### src/rtl/cover_toggle_pkg.sv
// Shared types and helpers for the toggle-coverage scheduler.
package cover_toggle_pkg;

  typedef enum logic [1:0] {IDLE, ARMED, DRAIN} state_t;

  localparam int IDX_W_DEFAULT = 64;
  localparam int MAX_WIDTH     = 1024;

  function automatic int unsigned popcount(input logic [MAX_WIDTH-1:0] v);
    int unsigned n;
    n = 0;
    for (int i = 0; i < MAX_WIDTH; i++) n += 32'(v[i]);
    return n;
  endfunction

  function automatic int clog2(input int n);
    int r;
    for (r = 0; (1 << r) < n; r++) begin
    end
    return r;
  endfunction

endpackage

### src/rtl/cover_toggle_pe.sv
// Lowest-set-bit priority encoder; purely combinational.
module cover_toggle_pe
  import cover_toggle_pkg::*;
#(
  parameter int WIDTH = 62,
  parameter int IW    = (WIDTH > 1) ? clog2(WIDTH) : 1
) (
  input  logic [WIDTH-1:0] req,
  output logic [IW-1:0]    idx,
  output logic             any
);

  // Scan from the top down so the lowest set bit is the last one written.
  always_comb begin
    idx = '0;
    for (int i = WIDTH - 1; i >= 0; i--) begin
      if (req[i]) idx = IW'(i);
    end
    any = |req;
  end

endmodule

### src/rtl/cover_toggle_sched.sv
// Toggle-coverage group scheduler: sticky first-hit map serialised into a
// valid/ready stream of global cover indices, lowest bit first.
module cover_toggle_sched
  import cover_toggle_pkg::*;
#(
  parameter int WIDTH       = 62,
  parameter int COVER_INDEX = 0,
  parameter int COVER_TOTAL = 8940,
  parameter int IDX_W       = IDX_W_DEFAULT
) (
  input  logic                         gbl_clk,
  input  logic                         reset,
  input  logic                         en,
  input  logic                         clear,
  input  logic [WIDTH-1:0]             valid,
  output logic                         out_valid,
  input  logic                         out_ready,
  output logic [IDX_W-1:0]             out_index,
  output logic [$clog2(WIDTH+1)-1:0]   hit_count,
  output logic                         all_hit,
  output logic                         busy
);

  localparam int CNT_W = $clog2(WIDTH + 1);
  localparam int PE_W  = (WIDTH > 1) ? clog2(WIDTH) : 1;

  if (COVER_INDEX + WIDTH > COVER_TOTAL) begin : g_bad_params
    $error("cover_toggle_sched: COVER_INDEX + WIDTH exceeds COVER_TOTAL");
  end

  state_t             state_q, state_d;
  logic [WIDTH-1:0]   seen_q, seen_d;
  logic [WIDTH-1:0]   pend_q, pend_d;
  logic               out_valid_q, out_valid_d;
  logic [IDX_W-1:0]   out_index_q, out_index_d;
  logic [CNT_W-1:0]   hit_count_q, hit_count_d;

  logic [WIDTH-1:0]   new_hits;
  logic [WIDTH-1:0]   pend_avail;
  logic               slot_free;
  logic [PE_W-1:0]    pe_idx;
  logic               pe_any;

  // Clear discards this cycle's hits and hides pending bits from the slot.
  assign new_hits   = (state_q == ARMED && !clear) ? (valid & ~seen_q) : '0;
  assign pend_avail = clear ? '0 : pend_q;
  assign slot_free  = !out_valid_q || out_ready;

  cover_toggle_pe #(
    .WIDTH (WIDTH),
    .IW    (PE_W)
  ) u_pe (
    .req (pend_avail),
    .idx (pe_idx),
    .any (pe_any)
  );

  // Bits captured this cycle join pend after the load, so they wait one cycle.
  always_comb begin
    seen_d      = clear ? '0 : (seen_q | new_hits);
    hit_count_d = clear ? '0 : hit_count_q + CNT_W'(popcount(MAX_WIDTH'(new_hits)));
    pend_d      = pend_avail;
    out_valid_d = out_valid_q;
    out_index_d = out_index_q;
    if (slot_free) begin
      out_valid_d = pe_any;
      if (pe_any) begin
        out_index_d    = IDX_W'(COVER_INDEX) + IDX_W'(pe_idx);
        pend_d[pe_idx] = 1'b0;
      end
    end
    pend_d = pend_d | new_hits;
  end

  always_comb begin
    state_d = state_q;
    unique case (state_q)
      IDLE:  if (en) state_d = ARMED;
      ARMED: if (!en) state_d = (pend_avail != '0 || new_hits != '0 || out_valid_q) ? DRAIN : IDLE;
      DRAIN: begin
        if (en) state_d = ARMED;
        else if (pend_avail == '0 && slot_free) state_d = IDLE;
      end
      default: state_d = IDLE;
    endcase
  end

  always_ff @(posedge gbl_clk) begin
    if (!reset) begin
      state_q     <= IDLE;
      seen_q      <= '0;
      pend_q      <= '0;
      out_valid_q <= 1'b0;
      out_index_q <= '0;
      hit_count_q <= '0;
    end else begin
      state_q     <= state_d;
      seen_q      <= seen_d;
      pend_q      <= pend_d;
      out_valid_q <= out_valid_d;
      out_index_q <= out_index_d;
      hit_count_q <= hit_count_d;
    end
  end

  assign out_valid = out_valid_q;
  assign out_index = out_index_q;
  assign hit_count = hit_count_q;
  assign all_hit   = (hit_count_q == CNT_W'(WIDTH));
  assign busy      = (state_q != IDLE);

endmodule

### config.mk
export PLATFORM = sky130hd
export DESIGN_NAME = cover_toggle_sched
export DESIGN_NICKNAME = d
export VERILOG_FILES = /design/src/rtl/cover_toggle_pkg.sv /design/src/rtl/cover_toggle_pe.sv /design/src/rtl/cover_toggle_sched.sv
export SDC_FILE = /design/constraint.sdc
export NUM_CORES = 1
export LEC_CHECK = 0
export ABC_AREA = 1
export BUFFER_PORTS_ARGS = -buffer_cell sky130_fd_sc_hd__buf_2
export CAP_MARGIN = 25
export CORE_MARGIN = 2
export CORE_UTILIZATION = 56
export DETAILED_ROUTE_END_ITERATION = 6
export GPL_ROUTABILITY_DRIVEN = 0
export HOLD_SLACK_MARGIN = 0.12
export PLACE_DENSITY = 0.79
export SYNTH_ARGS = -nofsm -noshare
export SYNTH_HDL_FRONTEND = slang
export SYNTH_HIERARCHICAL = 1
export SYNTH_SLANG_ARGS = --single-unit
export TNS_END_PERCENT = 10
### constraint.sdc
create_clock -name gbl_clk -period 14 [get_ports gbl_clk]
set_clock_uncertainty 0.1 [all_clocks]
set_input_delay 1.4 -clock gbl_clk [delete_from_list [all_inputs] [get_ports gbl_clk]]
set_output_delay 1.4 -clock gbl_clk [all_outputs]
set_load 0.01 [all_outputs]
; Word-level counts from Yosys, hierarchy flattened
; Index checks and enable logic that the tools add are counted.
[op_classes]
addsub = 62
bitwise = 7
muxes = 74
n_eq_ne = 6
reduce_logical = 17
order_cmp = 2
[ops]
columns = op, count
row1 = $mux 6, 62
row2 = $add 6x1->6, 56
row3 = $mux 62, 4
row4 = $and 62x62->62, 2
row5 = $not 62->62, 2
row6 = $or 62x62->62, 2
row7 = $reduce_bool 62->1, 2
row8 = $logic_not 62->1, 1
row9 = $reduce_or 62->1, 1
row10 = $mux 2, 5
row11 = $lt 6x7->1 const B, 1
row12 = $add 5x1->6, 1
row13 = $add 6x6->6, 1
row14 = $demux 1 s6, 1
row15 = $eq 6x6->1 const B, 1
row16 = $ge 6x1->1 const B, 1
row17 = $pmux 2 s3, 1
row18 = $add 4x1->5, 1
row19 = $add 3x1->4, 1
row20 = $ne 2x2->1 const B, 2
row21 = $add 2x1->3, 1
row22 = $logic_and 1x1->1, 3
row23 = $logic_or 1x1->1, 3
row24 = $ne 3x3->1 const B, 1
row25 = other kinds (11), 12
[totals]
word_cells = 174
regBits = 139
in_bits = 67
output_inout_bits = 73

; Longest topological paths before layout
; Gate-level depths: netlist of the first run.
[logic_depth]
word_depth = 72
ltp_mapped = 69
ltp_nobuf = 68

; Hierarchy
; Netlist of the first run, hierarchy kept.
[by_module_without_submodules]
columns = module, instances, cells_each, seq_area_each_um2, area_per_inst_um2
row1 = cover_toggle_sched, 1, 1070, 2782.7, 8239.2
row2 = cover_toggle_pe, 1, 221, 0.0, 968.4

; Worst setup path before layout of the first run
; Ideal clock, no wire load.
[synth_path]
path_type = input to register
start = input port clear
end = register hit_count_q[4], in the netlist hit_count[4]
cell_stages = 21
t_required_ns = 13.780
path_slack_ns = 6.130
arrival_ns = 7.650
cell_sequence = buf_6 -> nor2_8 -> buf_4 -> buf_4 -> nand3_1 -> fa_1 -> inv_1 -> fa_1 -> inv_1 -> fa_1 -> fa_1 -> fa_1 -> fa_1 -> fa_1 -> fa_1 -> fa_1 -> fa_1 -> nor2_1 -> o21a_1 -> o21ai_0 -> nor3b_1
[synth_between]
elab_chain_cells = 65
[synth_rtl]
columns = element, line_no
row1 = "start, declared", cover_toggle_sched.sv:14  ; input logic clear,
row2 = $logic_not 1->1, cover_toggle_sched.sv:45  ; assign new_hits = (state_q == ARMED && !clear) ? (valid & ~seen_q) : '0;
row3 = $logic_and 1x1->1, cover_toggle_sched.sv:45
row4 = $mux 62, cover_toggle_sched.sv:45
row5 = $add 1x1->2, cover_toggle_pkg.sv:12  ; for (int i = 0; i < MAX_WIDTH; i++) n += 32'(v[i]);
row6 = $add 2x1->3, cover_toggle_pkg.sv:12
row7 = $add 3x1->4, cover_toggle_pkg.sv:12
row8 = $add 4x1->5, cover_toggle_pkg.sv:12
row9 = $add 5x1->6, cover_toggle_pkg.sv:12
row10 = $add 6x1->6 (56 in a row), cover_toggle_pkg.sv:12
row11 = $add 6x6->6, cover_toggle_sched.sv:61  ; hit_count_d = clear ? '0 : hit_count_q + CNT_W'(popcount(MAX_WIDTH'(new_hits)));
row12 = "end signal, assigned", cover_toggle_sched.sv:102  ; hit_count_q <= hit_count_d;
row13 = "end, declared", cover_toggle_sched.sv:36  ; logic [CNT_W-1:0] hit_count_q, hit_count_d;
; Several ways; a longest one is shown, not always the timed one.
; A chain may end at the register's enable or synchronous reset.

; Worst setup path in the final report of the first run
; Ends and elaborated chain as after synthesis.

==> results of run 1 <==
[synth_stat cells, types with 17 or more instances]
master,number
dfxtp_1,139
fa_1,54
buf_4,61
nand3_1,44
ha_1,18
a21oi_1,148
nor2_1,149
clkbuf_1,17
o21ai_0,90
nand3_2,31
inv_1,270
nand2_1,197
[sequential cells by signal (all words and copies together) (netlist names)]
| signal | flops |
|---|---|
| seen_q | 62 |
| hit_count | 6 |
| out_index | 6 |
| state_q | 2 |
| pend_q | 62 |
| out_valid | 1 |
[through the flow]
step	instance area, µm²	instances	setup WS (ps)	power (µW)
4_1_cts	10200	1590	5230	1280
3_3_place_gp	9510	1558	4940	770
3_5_place_dp	9510	1558	4840	777
2_1_floorplan	9420	1348	6130	696
6_report	10200	1590	5180	1290
5_1_grt	10200	1590	4830	1360
[routing by layer]
layer  track usage  wire length [µm]  vias up
met1         0.396             10600     3810
met5             0                 0        -
met2         0.442             11000      464
met4         0.140              1070        0
met3        0.0777              2600       74
li1              -                 -     4024
[final cells by class]
type / instances / area [µm²] / area share
tap: 216 / 270 / 0.0266
timing repair buffer: 84 / 428 / 0.0421
clock inverter: 14 / 206 / 0.0203
inverter: 281 / 1140 / 0.112
sequential: 139 / 2780 / 0.274
clock buffer: 18 / 439 / 0.0432
multi-input combinational: 838 / 4890 / 0.482
[cells by family (layout without fill, tap and decap cells)]
| group | count (synthesis) | count (layout) | share of synthesized area |
|---|---|---|---|
| xor+xnor | 4 | 4 | 0.00381 |
| simple gates | 444 | 444 | 0.216 |
| fa+ha+maj | 72 | 72 | 0.142 |
| compound gates | 260 | 260 | 0.146 |
| flops | 139 | 139 | 0.302 |
| other cells | 1 | 58 | 0.000407 |
| buf+inv | 371 | 397 | 0.190 |
[critical path, delay by kind of cell]
family          cells  cell delay (ps)
simple gates        4             1500
buf+inv             4              550
compound gates      2              210
fa+ha+maj          10             5270
[path summary, 6_finish.rpt]
path,to,depth (start not counted),start
worst min register to register,seen_q[59],2,seen_q[59]
worst min-delay path,seen_q[59],2,seen_q[59]
worst max register to register,hit_count[4],19,state_q[0]
worst max-delay path,hit_count[4],20,clear
[power groups by stage]
stage	clock network, µW	registers, µW	logic [µW]
global route	519	420	417
finish	503	419	367
floorplan	0	429	267
global placement	0	427	342
CTS	502	419	363
detailed placement	0	427	350
[layout by cell type (no fill, tap or decap), types with 17 or more instances in the layout]
| master | instances |
|---|---|
| a21oi_1 | 148 |
| buf_2 | 81 |
| clkbuf_16 | 17 |
| conb_1 | 58 |
| dfxtp_1 | 139 |
| fa_1 | 54 |
| ha_1 | 18 |
| inv_1 | 269 |
| nand2_1 | 196 |
| nand3_1 | 44 |
| nand3_2 | 31 |
| nor2_1 | 149 |
| o21ai_0 | 90 |
==> impl_metrics.csv, run 1 <==
group,metric,value,unit
outcome,outcome,"complete, but fails checks",
outcome,violations,"design-rule violations",
synthesis,synth_top_area_cell,"dfxtp_1",
clocking,htreeDepth,4,
floorplanning,die_h,132,µm
clocking,clock_sinks,139,
synthesis,synth_ff_type,"dfxtp_1",
power,p_int,848,µW
layout,nNetsFinal,1500,
clocking,cts-root-buf,"clkbuf_16",
power,pwr-share-comb,0.285,
flow_run,drv_cap,0,
global_routing,grt_first_pass_wirelength,40100,µm
routing,postRouteAntennaNets,0,
synthesis,avgSynthCellArea,7.13,µm²
sta,worst_pin_slew,1030,ps
worst_setup_path,path_common_cell,"fa_1",
sta,period_share,0.630,
layout,fillers,1444,
power,powerDensity,127,nW/µm²
power,power_leakage,0.00477,µW
synthesis,ys_seq_elements,139,
floorplanning,dieArea,17500,µm²
clocking,cts_resized,0,
clocking,cts_setup_buffers,0,
power,peakVddDrop,0.0000887,V
synthesis,postSynth.asyncResetShare,0,
sta,rsz0062_at_grt,"no",
synthesis,synth_cell_type_count,39,
floorplanning,core_area,16000,µm²
sta,hold_violations,0,
synthesis,ys_warn_count,6,
synthesis,synth_edf_count,0,
synthesis,synthCells,1291,
power,pwr-share-clk,0.390,
sta,holdWs,364,ps
routing,vias_per_cell,5.27,
sta,setup-tns-final,0,ps
worst_hold_path,worstHoldPathType,"register to register",
power,netSwitchingPower,441,µW
worst_setup_path,worstPathCellList,"buf_2 > buf_4 > nor2_8 > nand3_1 > fa_1 > inv_1 > fa_1 > inv_1 > fa_1 > fa_1 > fa_1 > fa_1 > fa_1 > fa_1 > fa_1 > fa_1 > nor2_1 > o21a_1 > o21ai_0 > nor3b_1",
placement,dp_hpwl,18900,µm
global_routing,grt-ovfl-total,0,
synthesis,netlist.area_leader.share,0.302,
synthesis,synth_top_cells_by_area,"dfxtp_1, fa_1, inv_1",
floorplanning,rows,46,
routing,dr.first_iter.drc_count,925,
placement,io_buffers,81,
floorplanning,start_util,0.575,
worst_setup_path,cp.required,14190,ps
layout,final_util,0.635,
synthesis,seq_area_frac_synth,0.302,
layout,syn_to_final_growth,10.3,%
clocking,clockBufferDepth,2,
worst_setup_path,start_kind,"primary input",
floorplanning,fp.dieW,132,µm
floorplanning,ioPinCount,140,
worst_setup_path,path_max_fanout,65,
global_routing,antenna_found_initial,0,
clocking,tritoncts,"yes",
global_routing,grt_pass1_vias,7885,
routing,finalWirelength,25300,µm
worst_setup_path,r2r_setup_slack,6160,ps
worst_setup_path,cp.arrival,9010,ps
routing,drtPass1Iterations,7,
sta,period_needed,8820,ps
routing,post_drt_wl_per_cell,15.9,µm
worst_setup_path,endpoint_kind,"register",
worst_setup_path,cpPeakStageDelay,860,ps
sta,setup-violations-final,0,
routing,remaining_drc_errors,7,
power,swShare,0.342,
clocking,clk_pin_slew_worst_paths,60,ps
clocking,cts.hold.buffers_added,0,
routing,vias,8372,
sta,timing.fmax,113,MHz
layout,n_antenna_cell,0,
clocking,worstSkewPairLatency,440,ps
worst_setup_path,path_class,"primary input to register",
layout,drive_above_1_share,0.122,
power,seqPwrFrac,0.325,
sta,drv_slew,0,
sta,relSlewSlack,0.315,
clocking,cts_buffers,17,
global_routing,grt_start_max_net_pins,69,
synthesis,mappedNetlistArea,9210,µm²
worst_setup_path,cpMaxStageDelayCell,"nor2_8",
global_routing,grt_use_total,0.295,
Note: power is estimated with default switching activity, not from simulation.
==> run 2: changes to the inputs <==
--- a/config.mk
+++ b/config.mk
@@ -5,15 +5,15 @@
 export SDC_FILE = /design/constraint.sdc
 export NUM_CORES = 1
 export LEC_CHECK = 0
-export ABC_AREA = 1
+export ABC_AREA = 0
 export BUFFER_PORTS_ARGS = -buffer_cell sky130_fd_sc_hd__buf_2
 export CAP_MARGIN = 25
 export CORE_MARGIN = 2
-export CORE_UTILIZATION = 56
+export CORE_UTILIZATION = 53
 export DETAILED_ROUTE_END_ITERATION = 6
 export GPL_ROUTABILITY_DRIVEN = 0
 export HOLD_SLACK_MARGIN = 0.12
-export PLACE_DENSITY = 0.79
+export PLACE_DENSITY = 0.78
 export SYNTH_ARGS = -nofsm -noshare
 export SYNTH_HDL_FRONTEND = slang
 export SYNTH_HIERARCHICAL = 1
==> constraint.sdc (replaced) <==
create_clock -name gbl_clk -period 7.8 [get_ports gbl_clk]
set_clock_uncertainty 0.1 [all_clocks]
set_input_delay 0.78 -clock gbl_clk [delete_from_list [all_inputs] [get_ports gbl_clk]]
set_output_delay 0.78 -clock gbl_clk [all_outputs]
set_load 0.01 [all_outputs]
==> run 2 against run 1 <==
Effect of this change: via count down 0.92%; final area up 2.1%; the flow now finishes without violations; routed wire length up 5.2%; critical path depth up 2; register-to-register slack worse by 5700 ps; clock power up 67%.
==> impl_metrics.csv, run 2 <==
group,metric,value,unit
worst_setup_path,worstPathCellList,"buf_2 > nor3b_4 > buf_12 > nand2_1 > nor2_1 > inv_1 > fa_1 > inv_1 > fa_1 > inv_1 > fa_1 > fa_1 > fa_1 > fa_1 > fa_1 > fa_1 > fa_1 > fa_1 > o21ai_0 > a21oi_1 > xor2_1 > nor2_1",
layout,layout_commonest_cell,"dfxtp_1",
floorplanning,ioPinCount,140,
sta,period_share,0.947,
clocking,worstSkewPairLatency,430,ps
worst_setup_path,endpoint_kind,"register",
clocking,cts.hold.buffers_added,0,
floorplanning,start_util,0.540,
sta,hold_violations,0,
power,powerDensity,230,nW/µm²
worst_setup_path,cp.arrival,7580,ps
floorplanning,die_h,136,µm
worst_setup_path,cpPeakStageDelay,580,ps
worst_setup_path,cpMaxStageDelayCell,"fa_1",
clocking,cts_buffers,17,
worst_setup_path,path_class,"primary input to register",
outcome,outcome,"completed",
floorplanning,dieArea,18600,µm²
routing,drtPass1Iterations,6,
sta,relSlewSlack,0.205,
global_routing,grt_first_pass_wirelength,41800,µm
routing,post_drt_wl_per_cell,18.3,µm
global_routing,grt-ovfl-total,0,
layout,drive_above_1_share,0.129,
global_routing,grt_start_max_net_pins,73,
sta,timing.fmax,135,MHz
synthesis,synth_cell_type_count,61,
synthesis,mappedNetlistArea,9300,µm²
worst_setup_path,path_common_cell,"fa_1",
global_routing,grt_pass1_vias,7888,
layout,final_util,0.602,
layout,n_antenna_cell,0,
routing,postRouteAntennaNets,0,
layout,top_regs,"pend_q: 62 flops, seen_q: 62 flops",
clocking,tritoncts,"yes",
clocking,cts_setup_buffers,0,
flow_run,drv_cap,0,
synthesis,synth_commonest_cells,"dfxtp_1, nor2_1, inv_1",
clocking,clockBufferDepth,2,
routing,dr.first_iter.drc_count,1043,
synthesis,avgSynthCellArea,8.19,µm²
clocking,htreeDepth,4,
routing,remaining_drc_errors,0,
floorplanning,core_area,17200,µm²
placement,dp_hpwl,20000,µm
layout,nNetsFinal,1356,
sta,rsz0062_at_grt,"no",
worst_setup_path,start_kind,"primary input",
clocking,clk_pin_slew_worst_paths,60,ps
clocking,cts-root-buf,"clkbuf_16",
floorplanning,fp.dieW,136,µm
sta,drv_slew,0,
layout,final_cell_mix,"dfxtp_1, nor2_1, inv_1, nor2b_1, a21oi_1",
power,power_leakage,0.00438,µW
synthesis,synth_top_cells_by_area,"dfxtp_1, fa_1, nor2b_1",
sta,worst_pin_slew,1190,ps
floorplanning,rows,48,
routing,finalWirelength,26600,µm
sta,setup-violations-final,0,
routing,vias,8295,
clocking,clock_sinks,139,
synthesis,netlist.area_leader.share,0.299,
worst_setup_path,cp.required,7990,ps
synthesis,synth_top_area_cell,"dfxtp_1",
synthesis,seq_area_frac_synth,0.299,
power,peakVddDrop,0.000189,V
placement,io_buffers,81,
clocking,cts_resized,0,
synthesis,ys_seq_elements,139,
synthesis,yosysMostFrequentCell,"dfxtp_1",
synthesis,ys_warn_count,6,
global_routing,antenna_found_initial,0,
layout,syn_to_final_growth,11.5,%
synthesis,postSynth.asyncResetShare,0,
global_routing,grt_use_total,0.296,
worst_hold_path,worstHoldPathType,"register to register",
sta,setup-tns-final,0,ps
synthesis,synth_ff_type,"dfxtp_1",
sta,period_needed,7390,ps
routing,vias_per_cell,5.70,
synthesis,synth_edf_count,0,
worst_setup_path,path_max_fanout,47,
power,power,2390,µW
synthesis,synthCells,1135,
-- run 2: changes by cell type after synthesis, sizes merged, moves of 21 or more --
| cell | before | now |
|---|---|---|
| nand2 | 199 | 76 |
| nor2b | 0 | 106 |
| nor4 | 2 | 32 |
| a21oi | 151 | 82 |
| inv | 275 | 121 |
| o21a | 1 | 42 |
| a21boi | 1 | 64 |
| o21ai | 97 | 13 |
| nor2 | 152 | 131 |
| nand3 | 75 | 19 |
-- run 2: path summary, 6_finish.rpt --
| kind | start | to | slack [ps] | cells after the start |
|---|---|---|---|---|
| worst max-delay path | clear | hit_count[4] | 410 | 22 |
| worst min-delay path | out_index[2] | out_index[2] | 360 | 2 |
| worst max register to register | state_q[0] | hit_count[4] | 430 | 21 |
| worst min register to register | out_index[2] | out_index[2] | 360 | 2 |
-- run 2: final cells by class --
class	count	area, µm²
well taps	225	282
clock inverters	10	140
inverters	121	454
flip-flops and latches	139	2780
clock buffers	21	460
repair buffers	108	621
fillers	1521	6870
multi-input cells	830	5630
-- run 2: per-layer routing --
metal / track usage / vias to the layer above / wire [µm]
li1: - / 3835 / -
met1: 0.387 / 3955 / 10900
met2: 0.473 / 428 / 12400
met3: 0.0652 / 77 / 2350
met4: 0.128 / 0 / 949
met5: 0 / - / 0
-- run 2: report_power, final --
part / leakage (µW) / internal, µW / switching [µW]
clock: 0.000286 / 519 / 322
sequential: 0.00113 / 739 / 20.1
combinational: 0.00297 / 305 / 485
total: 0.00438 / 1560 / 826
-- run 2: logic make-up after synthesis --
family	Yosys count	share of synthesized area
compound gates	263	0.195
xor+xnor	8	0.00753
fa+ha+maj	72	0.140
buf+inv	223	0.119
flops	139	0.299
other cells	1	0.000403
simple gates	429	0.238
-- run 2: critical path, delay by kind of cell --
family	cells	cell delay [ps]
AO/OA/AOI/OAI	2	290
XOR/XNOR	1	140
buffers and inverters	5	580
AND/OR/NAND/NOR	4	520
adder cells (fa/ha/maj)	10	5220
-- run 2: metrics by stage --
| step | std cells | instance area [µm²] | setup WS, ps | hold WS [ps] |
|---|---|---|---|---|
| 2_1_floorplan | 1192 | 9510 | 441 | 328 |
| 3_3_place_gp | 1423 | 9770 | 160 | 339 |
| 3_5_place_dp | 1423 | 9770 | 25.3 | 349 |
| 4_1_cts | 1454 | 10400 | 417 | 364 |
| 5_1_grt | 1454 | 10400 | 135 | 383 |
| 6_report | 1454 | 10400 | 414 | 359 |
